<file path="src/rtl/muldiv_pkg.sv">
// muldiv_pkg: shared encodings and sizes for the iterative multiply/divide unit
package muldiv_pkg;
  localparam int DEF_WIDTH = 32;
  localparam int CNT_W = $clog2(DEF_WIDTH);
  typedef enum logic [1:0] {
    OP_MULT  = 2'b00,
    OP_MULTU = 2'b01,
    OP_DIV   = 2'b10,
    OP_DIVU  = 2'b11
  } op_e;
  typedef enum logic [1:0] {IDLE, CALC, FIX, DONE} state_e;
endpackage

</file>
<file path="src/rtl/muldiv_if.sv">
// muldiv_if: EX-stage control/operand bundle and HI/LO results of the muldiv unit
interface muldiv_if #(parameter int W = 32);
  logic         start;
  logic [1:0]   op;
  logic [W-1:0] rs;
  logic [W-1:0] rt;
  logic         flush;
  logic         hi_we;
  logic         lo_we;
  logic [W-1:0] wdata;
  logic         busy;
  logic         done;
  logic [W-1:0] hi;
  logic [W-1:0] lo;
  modport master (output start, op, rs, rt, flush, hi_we, lo_we, wdata, input busy, done, hi, lo);
  modport slave  (input start, op, rs, rt, flush, hi_we, lo_we, wdata, output busy, done, hi, lo);
endinterface

</file>
<file path="src/rtl/muldiv_step.sv">
// muldiv_step: one shift-add multiply or restoring divide iteration on {upper, lower}
module muldiv_step #(parameter int W = 32) (
  input  logic         div_i,
  input  logic [W-1:0] upper_i,
  input  logic [W-1:0] lower_i,
  input  logic [W-1:0] opnd_i,
  output logic [W-1:0] upper_o,
  output logic [W-1:0] lower_o
);
  logic [W:0]   sum;
  logic [W-1:0] trial;
  logic         ge;
  always_comb begin
    sum     = {1'b0, upper_i} + (lower_i[0] ? {1'b0, opnd_i} : '0);
    ge      = {upper_i, lower_i[W-1]} >= {1'b0, opnd_i};
    trial   = {upper_i[W-2:0], lower_i[W-1]} - opnd_i;
    upper_o = div_i ? (ge ? trial : {upper_i[W-2:0], lower_i[W-1]}) : sum[W:1];
    lower_o = div_i ? {lower_i[W-2:0], ge} : {sum[0], lower_i[W-1:1]};
  end
endmodule

</file>
<file path="src/rtl/muldiv_unit.sv">
// muldiv_unit: iterative MULT/MULTU/DIV/DIVU engine with architectural HI/LO registers
module muldiv_unit
  import muldiv_pkg::*;
#(parameter int WIDTH = DEF_WIDTH) (
  input logic      clk,
  input logic      rst_n,
  muldiv_if.slave  md_io
);
  localparam int CW = $clog2(WIDTH);
  state_e           state_q, state_d;
  logic [CW-1:0]    cnt_q, cnt_d;
  logic [1:0]       op_q, op_d;
  logic             sa_q, sa_d, sb_q, sb_d;
  logic [WIDTH-1:0] rs_q, rs_d, opnd_q, opnd_d, acc_q, acc_d, low_q, low_d;
  logic [WIDTH-1:0] hi_q, hi_d, lo_q, lo_d;
  logic [WIDTH-1:0] step_hi, step_lo, abs_rs, abs_rt, quo, rem, fix_hi, fix_lo;
  logic [2*WIDTH-1:0] prod;
  logic             busy, launch, sgn, neg;

  assign busy   = state_q == CALC || state_q == FIX;
  assign launch = md_io.start && !md_io.flush && (state_q == IDLE || state_q == DONE);
  assign sgn    = !md_io.op[0];
  assign abs_rs = sgn && md_io.rs[WIDTH-1] ? -md_io.rs : md_io.rs;
  assign abs_rt = sgn && md_io.rt[WIDTH-1] ? -md_io.rt : md_io.rt;
  // Sign latches are zero for unsigned ops, so the fix-up is a no-op there.
  assign neg    = sa_q ^ sb_q;
  assign prod   = neg ? -{acc_q, low_q} : {acc_q, low_q};
  assign quo    = neg ? -low_q : low_q;
  assign rem    = sa_q ? -acc_q : acc_q;
  assign fix_hi = !op_q[1] ? prod[2*WIDTH-1:WIDTH] : opnd_q == '0 ? rs_q : rem;
  assign fix_lo = !op_q[1] ? prod[WIDTH-1:0] : opnd_q == '0 ? '1 : quo;

  muldiv_step #(.W(WIDTH)) u_step (
    .div_i   (op_q[1]),
    .upper_i (acc_q),
    .lower_i (low_q),
    .opnd_i  (opnd_q),
    .upper_o (step_hi),
    .lower_o (step_lo)
  );

  always_comb begin
    state_d = state_q;
    cnt_d   = cnt_q;
    op_d    = op_q;
    sa_d    = sa_q;
    sb_d    = sb_q;
    rs_d    = rs_q;
    opnd_d  = opnd_q;
    acc_d   = acc_q;
    low_d   = low_q;
    hi_d    = !busy && md_io.hi_we ? md_io.wdata : hi_q;
    lo_d    = !busy && md_io.lo_we ? md_io.wdata : lo_q;
    if (md_io.flush) state_d = IDLE;
    else if (launch) begin
      state_d = CALC;
      cnt_d   = '0;
      op_d    = md_io.op;
      sa_d    = sgn & md_io.rs[WIDTH-1];
      sb_d    = sgn & md_io.rt[WIDTH-1];
      rs_d    = md_io.rs;
      opnd_d  = md_io.op[1] ? abs_rt : abs_rs;
      low_d   = md_io.op[1] ? abs_rs : abs_rt;
      acc_d   = '0;
    end else if (state_q == CALC) begin
      acc_d   = step_hi;
      low_d   = step_lo;
      cnt_d   = cnt_q + 1'b1;
      state_d = cnt_q == CW'(WIDTH - 1) ? FIX : CALC;
    end else if (state_q == FIX) begin
      hi_d    = fix_hi;
      lo_d    = fix_lo;
      state_d = DONE;
    end else if (state_q == DONE) state_d = IDLE;
  end

  always_ff @(posedge clk or negedge rst_n) begin
    if (!rst_n) begin
      state_q <= IDLE;
      cnt_q   <= '0;
      op_q    <= '0;
      sa_q    <= 1'b0;
      sb_q    <= 1'b0;
      rs_q    <= '0;
      opnd_q  <= '0;
      acc_q   <= '0;
      low_q   <= '0;
      hi_q    <= '0;
      lo_q    <= '0;
    end else begin
      state_q <= state_d;
      cnt_q   <= cnt_d;
      op_q    <= op_d;
      sa_q    <= sa_d;
      sb_q    <= sb_d;
      rs_q    <= rs_d;
      opnd_q  <= opnd_d;
      acc_q   <= acc_d;
      low_q   <= low_d;
      hi_q    <= hi_d;
      lo_q    <= lo_d;
    end
  end

  assign md_io.busy = busy;
  assign md_io.done = state_q == DONE;
  assign md_io.hi   = hi_q;
  assign md_io.lo   = lo_q;
endmodule

</file>
<file path="src/flat_wrapper.sv">
// flat-port wrapper written by rule: the top's interface ports become plain ports
module muldiv_unit_flat import muldiv_pkg::*;
#(parameter int WIDTH = DEF_WIDTH)
  (clk, rst_n, md_io_start, md_io_op, md_io_rs, md_io_rt, md_io_flush, md_io_hi_we, md_io_lo_we, md_io_wdata, md_io_busy, md_io_done, md_io_hi, md_io_lo);
  muldiv_if #(.W(32)) md_io_i ();
  input logic clk;
  input logic rst_n;
  input wire logic [$bits(md_io_i.start)-1:0] md_io_start;
  input wire logic [$bits(md_io_i.op)-1:0] md_io_op;
  input wire logic [$bits(md_io_i.rs)-1:0] md_io_rs;
  input wire logic [$bits(md_io_i.rt)-1:0] md_io_rt;
  input wire logic [$bits(md_io_i.flush)-1:0] md_io_flush;
  input wire logic [$bits(md_io_i.hi_we)-1:0] md_io_hi_we;
  input wire logic [$bits(md_io_i.lo_we)-1:0] md_io_lo_we;
  input wire logic [$bits(md_io_i.wdata)-1:0] md_io_wdata;
  output wire logic [$bits(md_io_i.busy)-1:0] md_io_busy;
  output wire logic [$bits(md_io_i.done)-1:0] md_io_done;
  output wire logic [$bits(md_io_i.hi)-1:0] md_io_hi;
  output wire logic [$bits(md_io_i.lo)-1:0] md_io_lo;
  assign md_io_i.start = md_io_start;
  assign md_io_i.op = md_io_op;
  assign md_io_i.rs = md_io_rs;
  assign md_io_i.rt = md_io_rt;
  assign md_io_i.flush = md_io_flush;
  assign md_io_i.hi_we = md_io_hi_we;
  assign md_io_i.lo_we = md_io_lo_we;
  assign md_io_i.wdata = md_io_wdata;
  assign md_io_busy = md_io_i.busy;
  assign md_io_done = md_io_i.done;
  assign md_io_hi = md_io_i.hi;
  assign md_io_lo = md_io_i.lo;
  muldiv_unit #(.WIDTH(WIDTH)) u_core (.clk(clk), .rst_n(rst_n), .md_io(md_io_i));
endmodule
</file>
<file path="config.mk">
export PLATFORM = sky130hd
export DESIGN_NAME = muldiv_unit_flat
export DESIGN_NICKNAME = d
export VERILOG_FILES = /design/src/rtl/muldiv_pkg.sv /design/src/rtl/muldiv_if.sv /design/src/rtl/muldiv_step.sv /design/src/rtl/muldiv_unit.sv /design/src/flat_wrapper.sv
export SDC_FILE = /design/constraint.sdc
export NUM_CORES = 1
export LEC_CHECK = 0
export BUFFER_PORTS_ARGS = -buffer_cell sky130_fd_sc_hd__buf_2
export CORE_ASPECT_RATIO = 1.1
export CORE_MARGIN = 4
export CORE_UTILIZATION = 45
export DETAILED_ROUTE_END_ITERATION = 16
export PLACE_DENSITY = 0.71
export SLEW_MARGIN = 20
export SYNTH_ARGS = -nofsm -noshare
export SYNTH_HDL_FRONTEND = slang
export SYNTH_SLANG_ARGS = --single-unit
</file>
<file path="constraint.sdc">
create_clock -name clk -period 3.6 [get_ports clk]
set_clock_uncertainty 0.05 [all_clocks]
set_input_delay 0.72 -clock clk [delete_from_list [all_inputs] [get_ports clk]]
set_output_delay 0.72 -clock clk [all_outputs]
set_load 0.01 [all_outputs]
</file>
==> results_dict.tcl <==
set metrics [dict create \
    grt_usage_pct 31.3 \
    clk_pin_slew_ps 60 \
    worstSetupEndpoint "u_core.acc_q[30]" \
    yosys_most_used_dff "dfrtp_1" \
    cts_tree "built" \
    viasPerCell 6.15 \
    cp_data_required_time_ps 3960 \
    syn_nets 2392 \
    critPathMostFrequentCell "inv_1" \
    synth_top_area_share_pct 29.4 \
    yosys.cell_count.top_type "nand2_1" \
    dieArea_sq_um 41400 \
    setup_viol 0 \
    max_stage_delay_ps 370 \
    drt_wl_total_microns 67500 \
    clk_latency_ps 550 \
    yosysWarnings 0 \
    power.clock.fraction_pct 12.0 \
    status "completed" \
    grt_pass1_wl_microns 102000 \
    avgSynthCellArea_sq_um 7.76 \
    grt_max_degree 110 \
    syn_inst 2213 \
    max_slew_margin_pct 34.0 \
    r2r-end "u_core.acc_q[30]" \
    die_w_microns 194 \
    crit_chain "inv_1 -> ha_1 -> inv_1 -> fa_2 -> a211oi_4 -> o21ai_2 -> a2111o_1 -> a41o_1 -> a221o_1 -> a21o_1 -> a311oi_2 -> buf_4 -> mux2i_1 -> a31oi_1 -> o21ai_0" \
    power_frac_comb_pct 66.1 \
    cpLargestDelayFamily "compound AO/OA/AOI/OAI gates" \
    yosys-top-cells-area "dfrtp_1 (29%), nand2_1 (6.9%), mux2i_1 (5.7%)" \
    finalCritPeriodShare_pct 97.3 \
    final_area_sq_um 19900 \
    hold_violations 0 \
    grt-ovfl-total 0 \
    nets 2549 \
    worstSetupStartpoint "u_core.low_q[31]" \
    cts_root_buf "clkbuf_16" \
    seq_power_share_pct 21.9 \
    grt_pass1_vias 16900 \
    clock-sinks 202 \
    dieHeight_microns 213 \
    synth-seq-cells 202 \
    p_leak_nw 9.30 \
    port_buffers 169 \
    core_sq_um 37400 \
    arrival_ps 3870 \
    place_congestion 1.11 \
    clockBufferDepth 3 \
    p_int_mw 10.2 \
    drive_above_1_share_pct 15.8 \
    hpwl_microns 52600 \
    worstPathMaxFanout 2 \
    fin_ws_ps 96.8 \
    drv_cap 0 \
    ys_types 78 \
    finalPower_mw 20.6 \
    ios 170 \
    drv_slew 0 \
    utilization_pct 53.2 \
    startpoint_type "flop" \
    period_needed_ps 3500 \
    async_flop_share_pct 100 \
    p_switching_mw 10.5 \
    first_pass_iters 6 \
    area_delta_synth_final_pct 15.9 \
    rsz0062_at_grt "true" \
    routed-via-count 17700 \
    antenna_found_initial 1 \
    cp_num_cells 15 \
    place_area_sq_um 19000 \
    yosys-top-cells-count "nand2_1 (315), dfrtp_1 (202), o21ai_0 (195)" \
    fillers 3602 \
    hp-class "input port to async pin" \
    synth_top_cell_by_area "dfrtp_1" \
    r2r_cells 15 \
    hold_buffers 0 \
    start_util_pct 45.9 \
    switching_share_pct 50.8 \
    synth_edf_count 0 \
    ff2ff_setup_slack_ps 100 \
    antenna_left 0 \
    drc_errors 0 \
    critPathKind "flop to flop" \
    crit_slowest_cell "dfrtp_1" \
    drtIter0Drc 2124 \
    power_density_nw_per_um2 1040 \
    fmax_mhz 285 \
    avgRoutedWirePerCell_microns 23.4 \
    reg2reg_from "u_core.low_q[31]" \
    critPathCaptureType "flop" \
    htreeDepth 1 \
    irDropWorstVdd_mv 0.487 \
    syn_area_sq_um 17200 \
    dp_slack_ps 69.7 \
    worst_pin_slew_ps 987 \
    finalSetupTns_ps 0 \
    path_buf_inv 3 \
    synth-seq-area-share_pct 29.4 \
    cts_made_buffers 23 \
    rows 74 \
]
power by group through the flow:
stage	Clock, mW	Combinational (mW)	Sequential, mW
after global placement	0	13.1	4.48
final	2.47	13.7	4.52
after CTS	2.48	13.3	4.48
after detailed placement	0	13.2	4.51
after floorplan	0	8.83	4.20
after global routing	2.58	14.8	4.62
state kept, by name, indices dropped and copies added (netlist names), 2 cells and up:
| register | count |
|---|---|
| u_core.acc_q | 32 |
| u_core.cnt_q | 5 |
| u_core.low_q | 32 |
| u_core.md_io.hi | 32 |
| u_core.md_io.lo | 32 |
| u_core.opnd_q | 32 |
| u_core.rs_q | 32 |
| u_core.state_q | 2 |
cell usage in the layout (no fill, tap or decap), types with 23 or more instances in the layout:
cell type / netlist / final
buf_2: 6 / 168
inv_1: 67 / 67
nor3_1: 42 / 41
a22oi_1: 42 / 42
o21ai_0: 195 / 192
xor2_1: 111 / 110
a21o_1: 34 / 34
o211ai_1: 45 / 45
nand2_1: 315 / 314
dfrtp_1: 202 / 200
ha_1: 73 / 73
mux2i_1: 98 / 98
a21oi_1: 189 / 188
a31oi_1: 27 / 26
buf_4: 0 / 119
xnor2_1: 96 / 95
o31ai_1: 31 / 30
nor2_1: 191 / 190
nand3_1: 30 / 29
clkbuf_16: 0 / 23
area by class of cell:
cell class,count,area (sq um),area share (%)
well taps,494,618,3.10
diodes,1,2.50,0.0126
clock inverters,9,130,0.654
flip-flops and latches,202,5060,25.4
repair buffers,292,1830,9.18
multi-input cells,1783,11400,57.1
inverters,68,255,1.28
clock buffers,33,653,3.28
per-stage QoR:
step	hold slack (ps)	std cells
6_report	167	2882
5_1_grt	235	2881
4_1_cts	215	2880
3_5_place_dp	417	2838
3_3_place_gp	414	2838
2_1_floorplan	374	2213
cell families after synthesis:
kind of cell	count (synthesis)	share of synthesized area, %
AND/OR/NAND/NOR	722	19.2
AO/OA/AOI/OAI	680	24.4
buffers and inverters	228	5.08
XOR/XNOR	207	10.6
flip-flops	202	29.4
multiplexers	99	5.78
adder cells (fa/ha/maj)	75	5.55
repair_timing:
item | in CTS | in global routing
setup endpoints to repair | 0 | 23
resized for setup | 0 | 21
buffers inserted | 0 | 1
per-layer routing:
metal  wire length (microns)  share of wire (%)  global-route usage (%)
met1                   27300                 40                    41.0
met2                   30100                 45                    49.6
met3                    5620                8.3                    4.99
met4                    4540                6.7                    17.6
met5                       0                  0                       0
worst min path at each step:
stage / to / startpoint / cells after the start
after floorplan: u_core.acc_q[0] / rst_n / 0
after global placement: u_core.rs_q[28] / u_core.rs_q[28] / 2
after detailed placement: u_core.rs_q[25] / u_core.rs_q[25] / 2
after CTS: u_core.md_io.hi[31] / rst_n / 1
after global routing: u_core.md_io.hi[23] / rst_n / 1
final: u_core.md_io.hi[23] / rst_n / 1
(Power assumes the default switching activity.)
